**config.mk**
```make
export PLATFORM = sky130hd
export DESIGN_NAME = mmio_uart_tx
export DESIGN_NICKNAME = d
export VERILOG_FILES = /design/src/rtl/mmio_uart_tx.sv
export SDC_FILE = /design/constraint.sdc
export NUM_CORES = 1
export LEC_CHECK = 0
export CAP_MARGIN = 10
export CORE_MARGIN = 4
export CORE_UTILIZATION = 55
export CTS_CLUSTER_DIAMETER = 200
export DETAILED_ROUTE_END_ITERATION = 8
export DONT_BUFFER_PORTS = 1
export GPL_ROUTABILITY_DRIVEN = 1
export GPL_TIMING_DRIVEN = 1
export PLACE_DENSITY_LB_ADDON = 0.12
export SYNTH_ARGS = -nofsm -noshare
export SYNTH_HDL_FRONTEND = slang
export SYNTH_SLANG_ARGS = --single-unit
```
**constraint.sdc**
```tcl
create_clock -name clk -period 3 [get_ports clk]
set_clock_uncertainty 0.1 [all_clocks]
set_input_delay 0.6 -clock clk [delete_from_list [all_inputs] [get_ports clk]]
set_output_delay 0.6 -clock clk [all_outputs]
set_load 0.01 [all_outputs]
```
**src/rtl/mmio_uart_tx.sv**
```systemverilog
// rtl/mmio_uart_tx.sv - memory-mapped UART transmitter with TX FIFO (optional parity: UART_TX_PARITY_EN)
module mmio_uart_tx #(
    parameter logic [31:0] BASE_ADDR    = 32'h1000_0000,
    parameter int          CLKS_PER_BIT = 16,
    parameter int          FIFO_DEPTH   = 8
) (
    input  logic        clk,
    input  logic        rst_n,
    input  logic        wr_en,
    input  logic [31:0] wr_addr,
    input  logic [31:0] wr_data,
    input  logic [3:0]  byte_en,
    input  logic [31:0] rd_addr,
    output logic [31:0] rd_data,
    output logic        txd
);

    localparam int          AW       = $clog2(FIFO_DEPTH);
    localparam logic [15:0] BIT_LAST = 16'(CLKS_PER_BIT - 1);
    localparam logic [AW:0] DEPTH_V  = (AW + 1)'(FIFO_DEPTH);
    localparam logic [31:0] TXDATA_A = BASE_ADDR;
    localparam logic [31:0] STATUS_A = BASE_ADDR + 32'd4;

    typedef enum logic [2:0] {
        IDLE   = 3'd0,
        START  = 3'd1,
        DATA   = 3'd2,
`ifdef UART_TX_PARITY_EN
        PARITY = 3'd3,
`endif
        STOP   = 3'd4
    } state_t;

    state_t      state_q, state_d;
    logic        txd_q, txd_d;
    logic [15:0] bit_cnt_q, bit_cnt_d;
    logic [2:0]  bit_idx_q, bit_idx_d;
    logic [7:0]  shift_q, shift_d;
    logic [AW:0] wr_ptr_q, wr_ptr_d;
    logic [AW:0] rd_ptr_q, rd_ptr_d;
    logic        ovf_q, ovf_d;
    logic [7:0]  mem_q [FIFO_DEPTH];
`ifdef UART_TX_PARITY_EN
    logic        parity_q, parity_d;
`endif

    logic        txdata_wr, status_wr;
    logic        push, pop, ovf_event;
    logic        empty, full, busy, bit_end;
    logic [AW:0] count;
    logic [8:0]  count_ext;
    logic [7:0]  head;
    logic [31:0] status;
    logic        unused_bits;

    // Register decode, FIFO flags and the head-of-queue byte
    always_comb begin
        txdata_wr = wr_en && (wr_addr == TXDATA_A) && byte_en[0];
        status_wr = wr_en && (wr_addr == STATUS_A) && byte_en[0];
        count     = wr_ptr_q - rd_ptr_q;
        count_ext = 9'(count);
        empty     = (wr_ptr_q == rd_ptr_q);
        full      = (count == DEPTH_V);
        head      = mem_q[rd_ptr_q[AW-1:0]];
        busy      = (state_q != IDLE);
        bit_end   = (bit_cnt_q == BIT_LAST);
    end

    // Frame sequencer: decides next state, next txd level and when to pop the FIFO
    always_comb begin
        state_d   = state_q;
        txd_d     = txd_q;
        bit_cnt_d = bit_cnt_q + 16'd1;
        bit_idx_d = bit_idx_q;
        shift_d   = shift_q;
        pop       = 1'b0;
`ifdef UART_TX_PARITY_EN
        parity_d  = parity_q;
`endif
        case (state_q)
            IDLE: begin
                bit_cnt_d = 16'd0;
                txd_d     = 1'b1;
                if (!empty) begin
                    pop     = 1'b1;
                    state_d = START;
                    txd_d   = 1'b0;
                    shift_d = head;
`ifdef UART_TX_PARITY_EN
                    parity_d = ^head;
`endif
                end
            end
            START: begin
                if (bit_end) begin
                    state_d   = DATA;
                    bit_cnt_d = 16'd0;
                    bit_idx_d = 3'd0;
                    txd_d     = shift_q[0];
                end
            end
            DATA: begin
                if (bit_end) begin
                    bit_cnt_d = 16'd0;
                    if (bit_idx_q == 3'd7) begin
`ifdef UART_TX_PARITY_EN
                        state_d = PARITY;
                        txd_d   = parity_q;
`else
                        state_d = STOP;
                        txd_d   = 1'b1;
`endif
                    end else begin
                        bit_idx_d = bit_idx_q + 3'd1;
                        shift_d   = {1'b0, shift_q[7:1]};
                        txd_d     = shift_q[1];
                    end
                end
            end
`ifdef UART_TX_PARITY_EN
            PARITY: begin
                if (bit_end) begin
                    state_d   = STOP;
                    bit_cnt_d = 16'd0;
                    txd_d     = 1'b1;
                end
            end
`endif
            STOP: begin
                if (bit_end) begin
                    bit_cnt_d = 16'd0;
                    if (!empty) begin
                        // Chain straight into the next start bit
                        pop     = 1'b1;
                        state_d = START;
                        txd_d   = 1'b0;
                        shift_d = head;
`ifdef UART_TX_PARITY_EN
                        parity_d = ^head;
`endif
                    end else begin
                        state_d = IDLE;
                        txd_d   = 1'b1;
                    end
                end
            end
            default: begin
                state_d   = IDLE;
                txd_d     = 1'b1;
                bit_cnt_d = 16'd0;
            end
        endcase
    end

    // FIFO pointer and sticky overflow update; a pop frees the slot for a same-cycle push
    always_comb begin
        push      = txdata_wr && (!full || pop);
        ovf_event = txdata_wr && full && !pop;
        ovf_d     = ovf_event || (ovf_q && !(status_wr && wr_data[3]));
        wr_ptr_d  = wr_ptr_q + (AW + 1)'(push);
        rd_ptr_d  = rd_ptr_q + (AW + 1)'(pop);
    end

    // Sequencer, FIFO pointer and flag registers
    always_ff @(posedge clk) begin
        if (!rst_n) begin
            state_q   <= IDLE;
            txd_q     <= 1'b1;
            bit_cnt_q <= 16'd0;
            bit_idx_q <= 3'd0;
            shift_q   <= 8'd0;
            wr_ptr_q  <= '0;
            rd_ptr_q  <= '0;
            ovf_q     <= 1'b0;
`ifdef UART_TX_PARITY_EN
            parity_q  <= 1'b0;
`endif
        end else begin
            state_q   <= state_d;
            txd_q     <= txd_d;
            bit_cnt_q <= bit_cnt_d;
            bit_idx_q <= bit_idx_d;
            shift_q   <= shift_d;
            wr_ptr_q  <= wr_ptr_d;
            rd_ptr_q  <= rd_ptr_d;
            ovf_q     <= ovf_d;
`ifdef UART_TX_PARITY_EN
            parity_q  <= parity_d;
`endif
        end
    end

    // FIFO storage; contents need no reset because the pointers define validity
    always_ff @(posedge clk) begin
        if (rst_n && push) begin
            mem_q[wr_ptr_q[AW-1:0]] <= wr_data[7:0];
        end
    end

    // Load path: STATUS is live, TXDATA and unmapped addresses read as zero
    always_comb begin
        status  = {16'b0, count_ext[7:0], 4'b0, ovf_q, empty, full, busy};
        rd_data = (rd_addr == STATUS_A) ? status : 32'd0;
    end

    assign txd         = txd_q;
    assign unused_bits = ^{wr_data[31:8], byte_en[3:1], count_ext[8]};

endmodule

```
==> results.py <==
metrics = {
    "outcome": {
        "outcome": "finished clean",
    },
    "hold_path": {
        "hold_depth": 0,
        "holdCritPathClass": "in -> reg",
    },
    "setup_path": {
        "required_ns": 2.89,
        "path_delay_family": "simple AND/OR/NAND/NOR gates",
        "worstRegToRegCells": 7,
        "crit_start": "wr_ptr_q[0]",
        "crit_path_max_fanout": 8,
        "crit_end": "mem_q[6][5]",
        "cp_num_cells": 7,
        "worstReg2RegEnd": "mem_q[6][5]",
        "crit_path_max_incr_delay_ns": 0.78,
        "endpoint_kind": "flop",
        "rr_startpoint": "wr_ptr_q[0]",
        "critPathSlowestCell": "nor2_1",
        "cp-start-kind": "flop",
        "crit_chain": "inv_1 -> ha_1 -> and3_1 -> a211o_1 -> a21oi_4 -> o311ai_1 -> nor2_1",
        "path_class": "reg -> reg",
        "cp.buffers_inverters": 1,
        "crit_arrival_ns": 2.85,
        "r2r_slack_ns": 0.05,
    },
    "sta": {
        "worst_pin_slew_ns": 0.9336,
        "holdWs_ns": 0.2139,
        "fmax_ghz": 0.3389,
        "slew_headroom_pct": 37.53,
        "min_period_ns": 2.951,
        "rsz0062_at_grt": "yes",
        "finalSetupViolations": 0,
        "hold_viol": 0,
        "slew_viol_final": 0,
        "fin_ws_ns": 0.04890,
        "period_share_pct": 98.37,
    },
    "clocking": {
        "cts_buffers": 9,
        "clock-sinks": 104,
        "clkTransAtPathRegs_ns": 0.11,
        "cts_tree": "yes",
        "cts_root_buf": "clkbuf_8",
        "clk_latency_ns": 0.37,
        "h-tree-depth": 3,
        "clockBufferDepth": 2,
    },
    "route": {
        "route.detailed.drc": 0,
        "routed_wl_um": 8859,
        "drtAntennaViolNets": 0,
        "first_iter_violations": 150,
        "drt_first_pass_iters": 6,
        "vias_per_cell": 5.640,
        "via_count": 2944,
        "wl_per_cell_um": 16.97,
    },
    "pwr": {
        "switching_share_pct": 23.62,
        "power.switching_w": 0.0005938,
        "p_per_area_nw_per_um2": 488.4,
        "pwr-share-clk_pct": 32.9,
        "p_total_w": 0.002513,
        "pwr-share-seq_pct": 60.9,
        "p_leak_nw": 1.738,
        "ir_drop_uv": 328.2,
        "p_int_w": 0.001920,
        "comb_power_share_pct": 6.1,
    },
    "cells_and_area": {
        "fin_nets": 526,
        "fin_cells": 522,
        "seqCellArea_sq_um": 2723,
        "multiInputGateArea_sq_um": 1923,
        "drive_gt1_share_pct": 15.59,
        "fillerInstances": 654,
        "antenna-diode-count": 0,
        "syn_to_final_growth_pct": 6.169,
    },
    "logic_synthesis": {
        "synthArstFlopShare_pct": 0,
        "yosys-top-cells-count": "edfxtp_1, nor2_1, dfxtp_1, nand2_1, buf_4",
        "yosys.area.top_type": "edfxtp_1",
        "syn-mean-instance-area_sq_um": 12.15,
        "synth_most_common_cell": "edfxtp_1",
        "syn_area_sq_um": 4847,
        "yosysUniqueCellTypes": 50,
        "synth_area_leaders": "edfxtp_1, dfxtp_1, mux4_2, buf_4, nor2_1",
        "synthCells": 399,
        "yosys_warnings": 0,
        "synth-seq-area-share_pct": 56.17,
        "synth-seq-cells": 104,
        "synth-edff-count": 64,
        "synth_ff_type": "edfxtp_1",
        "synth_top_area_share_pct": 39.65,
    },
    "die": {
        "fp.dieW_um": 101.9,
        "core_area_sq_um": 8382,
        "die_y_um": 101.9,
        "start_util_pct": 57.83,
        "pin_count": 136,
        "rows": 33,
        "dieArea_sq_um": 10380,
    },
    "placement": {
        "dpl_worst_slack_ns": -0.05273,
        "dp_cells": 506,
        "place.gp.congestion": 0.7903,
        "hpwl_um": 6230,
        "port-buffer-count": 0,
    },
    "global_routing": {
        "antenna_found_initial": 0,
        "grtUsageTotal_pct": 17.88,
        "grt_pass1_vias": 2822,
        "overflow": 0,
        "grt_max_degree": 29,
        "grt_first_pass_wirelength_um": 14120,
    },
    "run": {
        "maxCapViolCount": 0,
    },
}
==> cell type report <==
cell class,count,area share [%]
Timing Repair Buffer,18,2.626
Clock buffer,10,2.480
Clock inverter,6,1.118
Tap cell,105,2.553
Inverter,13,0.9482
Multi-Input combinational cell,266,37.37
Sequential cell,104,52.91
==> cells by family after synthesis <==
kind of cell	Yosys count	share of synthesized area, %
AOI/OAI and AO/OA	28	4.234
xor gates and xnor gates	21	3.794
adders and majority gates	11	2.994
buffers and inverters	52	6.247
DFF	104	56.17
muxes	25	9.293
other	1	0.07737
and+or+nand+nor	157	17.19
==> timing repair <==
item,4_1_cts,5_1_grt
gates resized for setup,0,2
setup endpoints to repair,0,64
buffers inserted,0,0
hold buffers,0,0
==> layout by cell type (no fill, tap or decap), types with 4 or more instances in the layout <==
cell type and count:
nand2b_1 4, ha_1 10, nor4b_1 5, xnor2_1 10
buf_4 18, xor2_1 11, edfxtp_1 64, mux4_2 16
nor4_1 11, nor3_1 8, nand2_1 31, conb_1 24
nand4_1 8, o21ai_0 4, inv_1 12, o211ai_1 7
nor4_2 4, dfxtp_1 40, mux2i_1 9, nand3_1 19
nor2_1 42, a21oi_1 4, clkbuf_8 9, and2_1 4
==> power groups by stage <==
stage / Clock [W] / Sequential (W) / Combinational, W
2_1_floorplan: 0 / 0.00156 / 0.000150
3_3_place_gp: 0 / 0.00156 / 0.000152
3_5_place_dp: 0 / 0.00156 / 0.000154
4_1_cts: 0.000861 / 0.00153 / 0.000154
5_1_grt: 0.000919 / 0.00153 / 0.000172
6_report: 0.000828 / 0.00153 / 0.000154
==> per-layer routing <==
layer	up-vias	routed length, um	GRT usage (%)
li1	1451	-	-
met1	1426	3896	23.27
met2	58	4441	29.83
met3	9	403	4.232
met4	0	118	5.853
met5	-	0	0
==> flip-flops by register name (all words and copies together) (netlist names) <==
name and flops:
ovf_q 1, shift_q 8, bit_idx_q 3, mem_q 64, rd_ptr_q 4, txd 1
bit_cnt_q 16, wr_ptr_q 4, state_q 3
==> worst reg2reg max path, stage by stage (launching register included) <==
cell      delay (ns)
dfxtp_1         0.35
inv_1           0.07
ha_1            0.31
and3_1          0.17
a211o_1         0.35
a21oi_4         0.20
o311ai_1        0.24
nor2_1          0.78
==> worst min-delay path by stage <==
stage / endpoint / start / slack [ns]
after floorplan: bit_cnt_q[0] / bit_cnt_q[0] / 0.32
after global placement: bit_cnt_q[0] / bit_cnt_q[0] / 0.33
after detailed placement: bit_cnt_q[0] / bit_cnt_q[0] / 0.34
after CTS: mem_q[7][0] / wr_data[0] / 0.20
after global routing: mem_q[7][0] / wr_data[0] / 0.18
final: mem_q[7][0] / wr_data[0] / 0.21
==> per-stage QoR <==
| step | utilization [%] | instance area (sq um) | TNS [ns] |
|---|---|---|---|
| after floorplan | - | 4945 | 0 |
| after global placement | 59.13 | 4956 | 0 |
| after detailed placement | 59.13 | 4956 | -1.355 |
| after CTS | 61.34 | 5141 | 0 |
| after global routing | 61.40 | 5146 | -4.206 |
| final | 61.40 | 5146 | 0 |
Note: power is estimated with default switching activity, not from simulation.
